`src/rtl/div_seq_pkg.sv`:
```
// Shared CPU package: divider FSM state encoding, iteration count and the
// Hi/Lo source-mux select codes. The control unit and the divider both import
// this package, so they agree on which mux input carries the divider result.
package div_seq_pkg;

   localparam logic [1:0] ST_IDLE = 2'd0;
   localparam logic [1:0] ST_RUN  = 2'd1;
   localparam logic [1:0] ST_FIX  = 2'd2;
   localparam logic [1:0] ST_DONE = 2'd3;

   typedef enum logic [1:0] {
      IDLE = ST_IDLE,
      RUN  = ST_RUN,
      FIX  = ST_FIX,
      DONE = ST_DONE
   } div_state_e;

   localparam int DIV_ITER = 32;

   // Hi/Lo source mux selects
   localparam logic [1:0] HILO_SEL_ALU = 2'd0;
   localparam logic [1:0] HILO_SEL_MUL = 2'd1;
   localparam logic [1:0] HILO_SEL_DIV = 2'd2;
   localparam logic [1:0] HILO_SEL_MT  = 2'd3;

endpackage

```
`src/rtl/div_seq_abs_neg.sv`:
```
// abs_neg: conditional two's-complement negation.
// Used for operand absolute value (neg = operand sign bit) and for applying
// the quotient/remainder sign after the unsigned iteration.
// Ports:
//   in_val  in  W  value to pass through or negate
//   neg     in  1  1 = output -in_val (mod 2^W)
//   out_val out W  result
module abs_neg #(
   parameter int W = 32
) (
   input  logic [W-1:0] in_val,
   input  logic         neg,
   output logic [W-1:0] out_val
);

   assign out_val = neg ? (~in_val + {{(W-1){1'b0}}, 1'b1}) : in_val;

endmodule

```
`src/rtl/div_seq.sv`:
```
// div_seq: sequential signed divider (restoring, one quotient bit per clock).
// Quotient truncates toward zero, remainder carries the dividend's sign.
// Results go to the Hi (remainder) / Lo (quotient) source muxes.
//
// Optional feature macro: DIV_BY_ZERO_EXC_EN
//   defined   - divisor 0 skips the iteration, pulses done with div_zero = 1,
//               hi_out/lo_out keep their previous values.
//   undefined - div_zero is always 0; divisor 0 runs the normal algorithm.
//
// Ports:
//   clk       in   1       system clock, rising edge
//   reset     in   1       asynchronous reset, active low
//   start     in   1       request pulse, only honoured in IDLE
//   dividend  in   DATA_W  signed dividend
//   divisor   in   DATA_W  signed divisor
//   busy      out  1       operation in progress (through the DONE cycle)
//   done      out  1       one-cycle completion pulse
//   div_zero  out  1       divide-by-zero flag, valid with done
//   hi_out    out  DATA_W  remainder
//   lo_out    out  DATA_W  quotient
//
// state | meaning
// IDLE  | waiting for start; operands latched on the accepting edge
// RUN   | one restoring-division step per clock, DATA_W steps
// FIX   | apply quotient/remainder signs, register hi_out/lo_out
// DONE  | done pulse for one cycle, then back to IDLE
module div_seq
   import div_seq_pkg::*;
#(
   parameter int DATA_W = DIV_ITER
) (
   input  logic              clk,
   input  logic              reset,
   input  logic              start,
   input  logic [DATA_W-1:0] dividend,
   input  logic [DATA_W-1:0] divisor,
   output logic              busy,
   output logic              done,
   output logic              div_zero,
   output logic [DATA_W-1:0] hi_out,
   output logic [DATA_W-1:0] lo_out
);

   localparam int CNT_W = $clog2(DATA_W);
   localparam logic [CNT_W-1:0] CNT_LOAD = CNT_W'(DATA_W - 1);

   div_state_e        state_q, state_d;
   logic [DATA_W-1:0] quo_q, quo_d;
   logic [DATA_W-1:0] rem_q, rem_d;
   logic [DATA_W-1:0] dvs_q, dvs_d;
   logic [CNT_W-1:0]  cnt_q, cnt_d;
   logic              q_sign_q, q_sign_d;
   logic              r_sign_q, r_sign_d;
   logic              busy_q, busy_d;
   logic              done_q, done_d;
   logic              div_zero_q, div_zero_d;
   logic [DATA_W-1:0] hi_q, hi_d;
   logic [DATA_W-1:0] lo_q, lo_d;

   logic [DATA_W-1:0] a_abs, b_abs, quo_fix, rem_fix;
   logic [DATA_W:0]   shifted, trial;
   logic              zero_req;

   abs_neg #(.W(DATA_W)) u_abs_a (.in_val(dividend), .neg(dividend[DATA_W-1]), .out_val(a_abs));
   abs_neg #(.W(DATA_W)) u_abs_b (.in_val(divisor),  .neg(divisor[DATA_W-1]),  .out_val(b_abs));
   abs_neg #(.W(DATA_W)) u_fix_q (.in_val(quo_q),    .neg(q_sign_q),           .out_val(quo_fix));
   abs_neg #(.W(DATA_W)) u_fix_r (.in_val(rem_q),    .neg(r_sign_q),           .out_val(rem_fix));

   // Partial remainder is DATA_W+1 bits wide so the trial subtraction's borrow
   // lands in the MSB.
   assign shifted = {rem_q, quo_q[DATA_W-1]};
   assign trial   = shifted - {1'b0, dvs_q};

`ifdef DIV_BY_ZERO_EXC_EN
   assign zero_req = (divisor == '0);
`else
   assign zero_req = 1'b0;
`endif

   always_comb begin
      state_d    = state_q;
      quo_d      = quo_q;
      rem_d      = rem_q;
      dvs_d      = dvs_q;
      cnt_d      = cnt_q;
      q_sign_d   = q_sign_q;
      r_sign_d   = r_sign_q;
      busy_d     = busy_q;
      done_d     = done_q;
      div_zero_d = div_zero_q;
      hi_d       = hi_q;
      lo_d       = lo_q;
      case (state_q)
         IDLE: begin
            if (start && zero_req) begin
               state_d    = DONE;
               busy_d     = 1'b1;
               done_d     = 1'b1;
               div_zero_d = 1'b1;
            end else if (start) begin
               state_d  = RUN;
               busy_d   = 1'b1;
               quo_d    = a_abs;
               dvs_d    = b_abs;
               rem_d    = '0;
               cnt_d    = CNT_LOAD;
               q_sign_d = dividend[DATA_W-1] ^ divisor[DATA_W-1];
               r_sign_d = dividend[DATA_W-1];
            end
         end
         RUN: begin
            if (!trial[DATA_W]) begin
               rem_d = trial[DATA_W-1:0];
               quo_d = {quo_q[DATA_W-2:0], 1'b1};
            end else begin
               rem_d = shifted[DATA_W-1:0];
               quo_d = {quo_q[DATA_W-2:0], 1'b0};
            end
            cnt_d = cnt_q - 1'b1;
            if (cnt_q == '0) begin
               state_d = FIX;
            end
         end
         FIX: begin
            hi_d    = rem_fix;
            lo_d    = quo_fix;
            done_d  = 1'b1;
            state_d = DONE;
         end
         DONE: begin
            state_d    = IDLE;
            busy_d     = 1'b0;
            done_d     = 1'b0;
            div_zero_d = 1'b0;
         end
         default: state_d = IDLE;
      endcase
   end

   always_ff @(posedge clk or negedge reset) begin
      if (!reset) begin
         state_q    <= IDLE;
         quo_q      <= '0;
         rem_q      <= '0;
         dvs_q      <= '0;
         cnt_q      <= '0;
         q_sign_q   <= 1'b0;
         r_sign_q   <= 1'b0;
         busy_q     <= 1'b0;
         done_q     <= 1'b0;
         div_zero_q <= 1'b0;
         hi_q       <= '0;
         lo_q       <= '0;
      end else begin
         state_q    <= state_d;
         quo_q      <= quo_d;
         rem_q      <= rem_d;
         dvs_q      <= dvs_d;
         cnt_q      <= cnt_d;
         q_sign_q   <= q_sign_d;
         r_sign_q   <= r_sign_d;
         busy_q     <= busy_d;
         done_q     <= done_d;
         div_zero_q <= div_zero_d;
         hi_q       <= hi_d;
         lo_q       <= lo_d;
      end
   end

   assign busy     = busy_q;
   assign done     = done_q;
   assign div_zero = div_zero_q;
   assign hi_out   = hi_q;
   assign lo_out   = lo_q;

endmodule
```
`config.mk`:
```
export PLATFORM = sky130hd
export DESIGN_NAME = div_seq
export DESIGN_NICKNAME = d
export VERILOG_FILES = /design/src/rtl/div_seq_pkg.sv /design/src/rtl/div_seq_abs_neg.sv /design/src/rtl/div_seq.sv
export SDC_FILE = /design/constraint.sdc
export NUM_CORES = 1
export LEC_CHECK = 0
export ABC_AREA = 1
export CAP_MARGIN = 20
export CORE_UTILIZATION = 50
export DETAILED_ROUTE_END_ITERATION = 7
export PLACE_DENSITY = 0.75
export SYNTH_ARGS = -nofsm -noshare
export SYNTH_HDL_FRONTEND = slang
export SYNTH_SLANG_ARGS = --single-unit
```
`constraint.sdc`:
```
create_clock -name clk -period 5.2 [get_ports clk]
set_input_delay 1.04 -clock clk [delete_from_list [all_inputs] [get_ports clk]]
set_output_delay 1.04 -clock clk [all_outputs]
set_load 0.03 [all_outputs]
```
==> impl_metrics.csv <==
group,metric,value,unit
clock_network,cts_max_path_buffers,2,
detailed_routing,drc,0,
sta,final.min_clock_period,3.06,ns
critical_path,crit_path_start_kind,"input pin",
placement,place_area,14700,sq um
sta,max_freq,326,MHz
sta,setup_violations,0,
power,power_density,726,nW/um^2
sta,hold_violations,0,
synth,async_reset_ff_frac,1.00,
synth,syn_inst,2073,
die,fp.dieH,164,microns
critical_path,crit_type,"in2reg",
power,irDropWorstVdd,0.000374,V
die,boundaryPins,134,
sta,rsz0062_at_grt,"no",
layout,area_growth,16.7,%
clock_network,cts-resized-gates,0,
layout,antenna_cells,0,
layout,drive_gt1_frac,0.0348,
clock_network,cts_root_buf,"clkbuf_16",
detailed_routing,drtIter0Drc,1446,
critical_path,worst_path_max_delay_cell,"clkdlybuf4s50_1",
sta,whs,0.484,ns
worst_hold_path,hp-class,"reg2reg",
clock_network,cts-htree-levels,4,
critical_path,path_cells,"clkdlybuf4s50_1, inv_1, o21ai_0, xnor2_1, a21oi_1, o21ai_0, o21ai_0",
placement,place.gp.congestion,0.928,
synth,synth_ff_type,"dfrtp_1",
critical_path,path_buf_inv,2,
die,fp.dieW,164,microns
synth,ys_types,44,
detailed_routing,wl,38400,microns
synth,syn_area,13200,sq um
sta,worst_slack,2.14,ns
sta,max-slew-margin-rel,0.291,
sta,setup_tns,0,ns
critical_path,cp_max_fo,30,
die,dieArea,27000,sq um
global_route,track_usage,0.297,
synth,ys_seq_area_frac,0.325,
critical_path,endpoint_kind,"flop",
sta,clock_skew,0.0116,ns
global_route,grt_pass1_wl,62700,microns
job,cap_violations,0,
synth,syn_area_per_cell,6.36,sq um
critical_path,critical_path.top_delay_family,"buffers and inverters",
sta,finalMaxSlewViolations,0,
detailed_routing,wl_per_cell,15.2,microns
clock_network,cts_buffers,17,
clock_network,cts.sinks,171,
global_route,grt_overflow,0,
global_route,grt_max_degree,87,
critical_path,max_stage_delay,1.17,ns
detailed_routing,postRouteAntennaNets,0,
die,core_area,26000,sq um
sta,period_share,0.589,
detailed_routing,firstDrtPassIters,5,
global_route,antenna_found_initial,0,
clock_network,cts_tree,"yes",
placement,io_buffers,132,
synth,synth_edf_count,0,
synth,yosysWarnings,0,
clock_network,ctsHoldBuffers,0,
placement,dpl.hpwl,30100,microns
clock_network,cts_setup_buffers,0,
power,leakagePower,7.96,nW
status,outcome,"complete, no violations",
clock_network,clkTransAtPathRegs,0.08,ns
critical_path,cp_data_required_time,5.51,ns
detailed_routing,via_per_inst,5.31,
layout,utilization,0.592,
placement,pre_cts_slack,1.54,ns
synth,ys_ff_latch,171,
critical_path,arrival,3.38,ns
detailed_routing,dr_total_vias,13393,
die,rows,59,
sta,tightest_slew,1.06,ns
global_route,grt_pass1_vias,11974,
layout,final_net_count,2282,
clock_network,clk_latency,0.44,ns
layout,finish.instance_area,15400,sq um
die,initial_core_util,0.507,
synth,synth_nets,2183,
critical_path,critPathMostFrequentCell,"o21ai_0",
-- metal layers --
layer  global-route usage  part of all wire  vias to the layer above
met5                    0                 0                        -
met4               0.0703             0.016                        0
met3               0.0497             0.092                       42
met2                0.399              0.39                      548
met1                0.481              0.50                     6034
li1                     -                 -                     6769
-- where the power goes --
part	switching, mW	internal [mW]
logic	4.83	2.48
registers	0.559	1.97
clock network	0.668	0.658
total	6.05	5.11
-- cells in the final DEF, fill, tap and decap left out, types with 2 or more instances in the layout --
| cell type | instances |
|---|---|
| xor2_1 | 63 |
| nand2_1 | 677 |
| inv_8 | 5 |
| o21bai_1 | 5 |
| xnor2_1 | 16 |
| o31ai_1 | 4 |
| nand2_8 | 2 |
| clkdlybuf4s50_1 | 131 |
| nor2_1 | 178 |
| dfrtp_1 | 171 |
| a21oi_1 | 67 |
| nor4_1 | 3 |
| a31oi_1 | 16 |
| buf_4 | 11 |
| nand2_2 | 4 |
| o21ai_1 | 8 |
| and3_1 | 2 |
| nand3_1 | 204 |
| clkinv_4 | 2 |
| o21ai_2 | 4 |
| o22ai_1 | 3 |
| inv_1 | 294 |
| or2_2 | 3 |
| nor3_1 | 28 |
| clkbuf_16 | 17 |
| clkinv_8 | 5 |
| inv_2 | 7 |
| ha_1 | 42 |
| and2_1 | 3 |
| o21ai_0 | 140 |
| o211ai_1 | 8 |
| nand2_4 | 3 |
| nand3b_1 | 10 |
| nand4_1 | 29 |
| nor2_2 | 3 |
| a22oi_1 | 3 |
-- area by class of cell --
class	count	area [sq um]
Clock buffer	17	425
Clock inverter	15	188
Fill cell	2527	10600
Inverter	302	1130
Multi-Input combinational cell	1536	7500
Sequential cell	171	4280
Tap cell	335	419
Timing Repair Buffer	144	1430
-- per-stage QoR --
step | power [mW] | std cells
CTS | 11.1 | 2519
detailed placement | 9.71 | 2487
floorplan | 7.67 | 2073
global placement | 9.55 | 2487
global route | 12.2 | 2520
finish | 11.2 | 2520
-- path summary, 6_finish.rpt --
| path | endpoint | depth (start not counted) | slack, ns | from |
|---|---|---|---|---|
| max in group asynchronous | hi_out[10]$_DFFE_PN0P_ | 2 | 3.43 | reset |
| min in group asynchronous | hi_out[29]$_DFFE_PN0P_ | 1 | 0.62 | reset |
| setup / recovery | quo_q[10]$_DFFE_PN0P_ | 7 | 2.14 | dividend[31] |
| hold / removal | lo_out[2]$_DFFE_PN0P_ | 2 | 0.48 | lo_out[2]$_DFFE_PN0P_ |
| setup reg to reg | rem_q[19]$_DFFE_PN0P_ | 13 | 2.41 | rem_q[18]$_DFFE_PN0P_ |
| hold reg to reg | lo_out[2]$_DFFE_PN0P_ | 2 | 0.48 | lo_out[2]$_DFFE_PN0P_ |
-- cells in the mapped netlist, drive strengths merged, types with 20 or more instances --
| cell | number | share of area |
|---|---|---|
| nand2 | 686 | 0.20 |
| inv | 301 | 0.086 |
| nand3 | 206 | 0.080 |
| nor2 | 181 | 0.052 |
| dfrtp | 171 | 0.32 |
| o21ai | 152 | 0.059 |
| a21oi | 69 | 0.027 |
| xor2 | 63 | 0.042 |
| clkbuf | 44 | 0.013 |
| ha | 42 | 0.040 |
| nand4 | 29 | 0.014 |
| nor3 | 29 | 0.011 |
| buf | 20 | 0.0079 |
-- flip-flops by register name, summed over array words and instances (netlist names), 2 cells and up --
name and flops:
cnt_q 5, state_q 2, dvs_q 32, rem_q 32
hi_out 32, lo_out 32, quo_q 32
-- cell families after synthesis --
group / share of synthesized area
and+or+nand+nor: 0.368
buffers and inverters: 0.106
xor gates and xnor gates: 0.0525
AOI/OAI and AO/OA: 0.107
adders and majority gates: 0.0414
other: 0.000285
DFF: 0.325
-- worst register-to-register path, cell delays in order, from the launching register on --
cell	delay [ns]
dfrtp_1	0.49
ha_1	0.43
nand2_1	0.10
nand2_1	0.10
inv_2	0.06
nand2_1	0.06
nand2_1	0.07
nand2_1	0.10
a21oi_4	0.28
nand3_4	0.33
nand2_4	0.38
nand2_1	0.16
nand3_1	0.10
nand2_1	0.05
(Power assumes the default switching activity.)
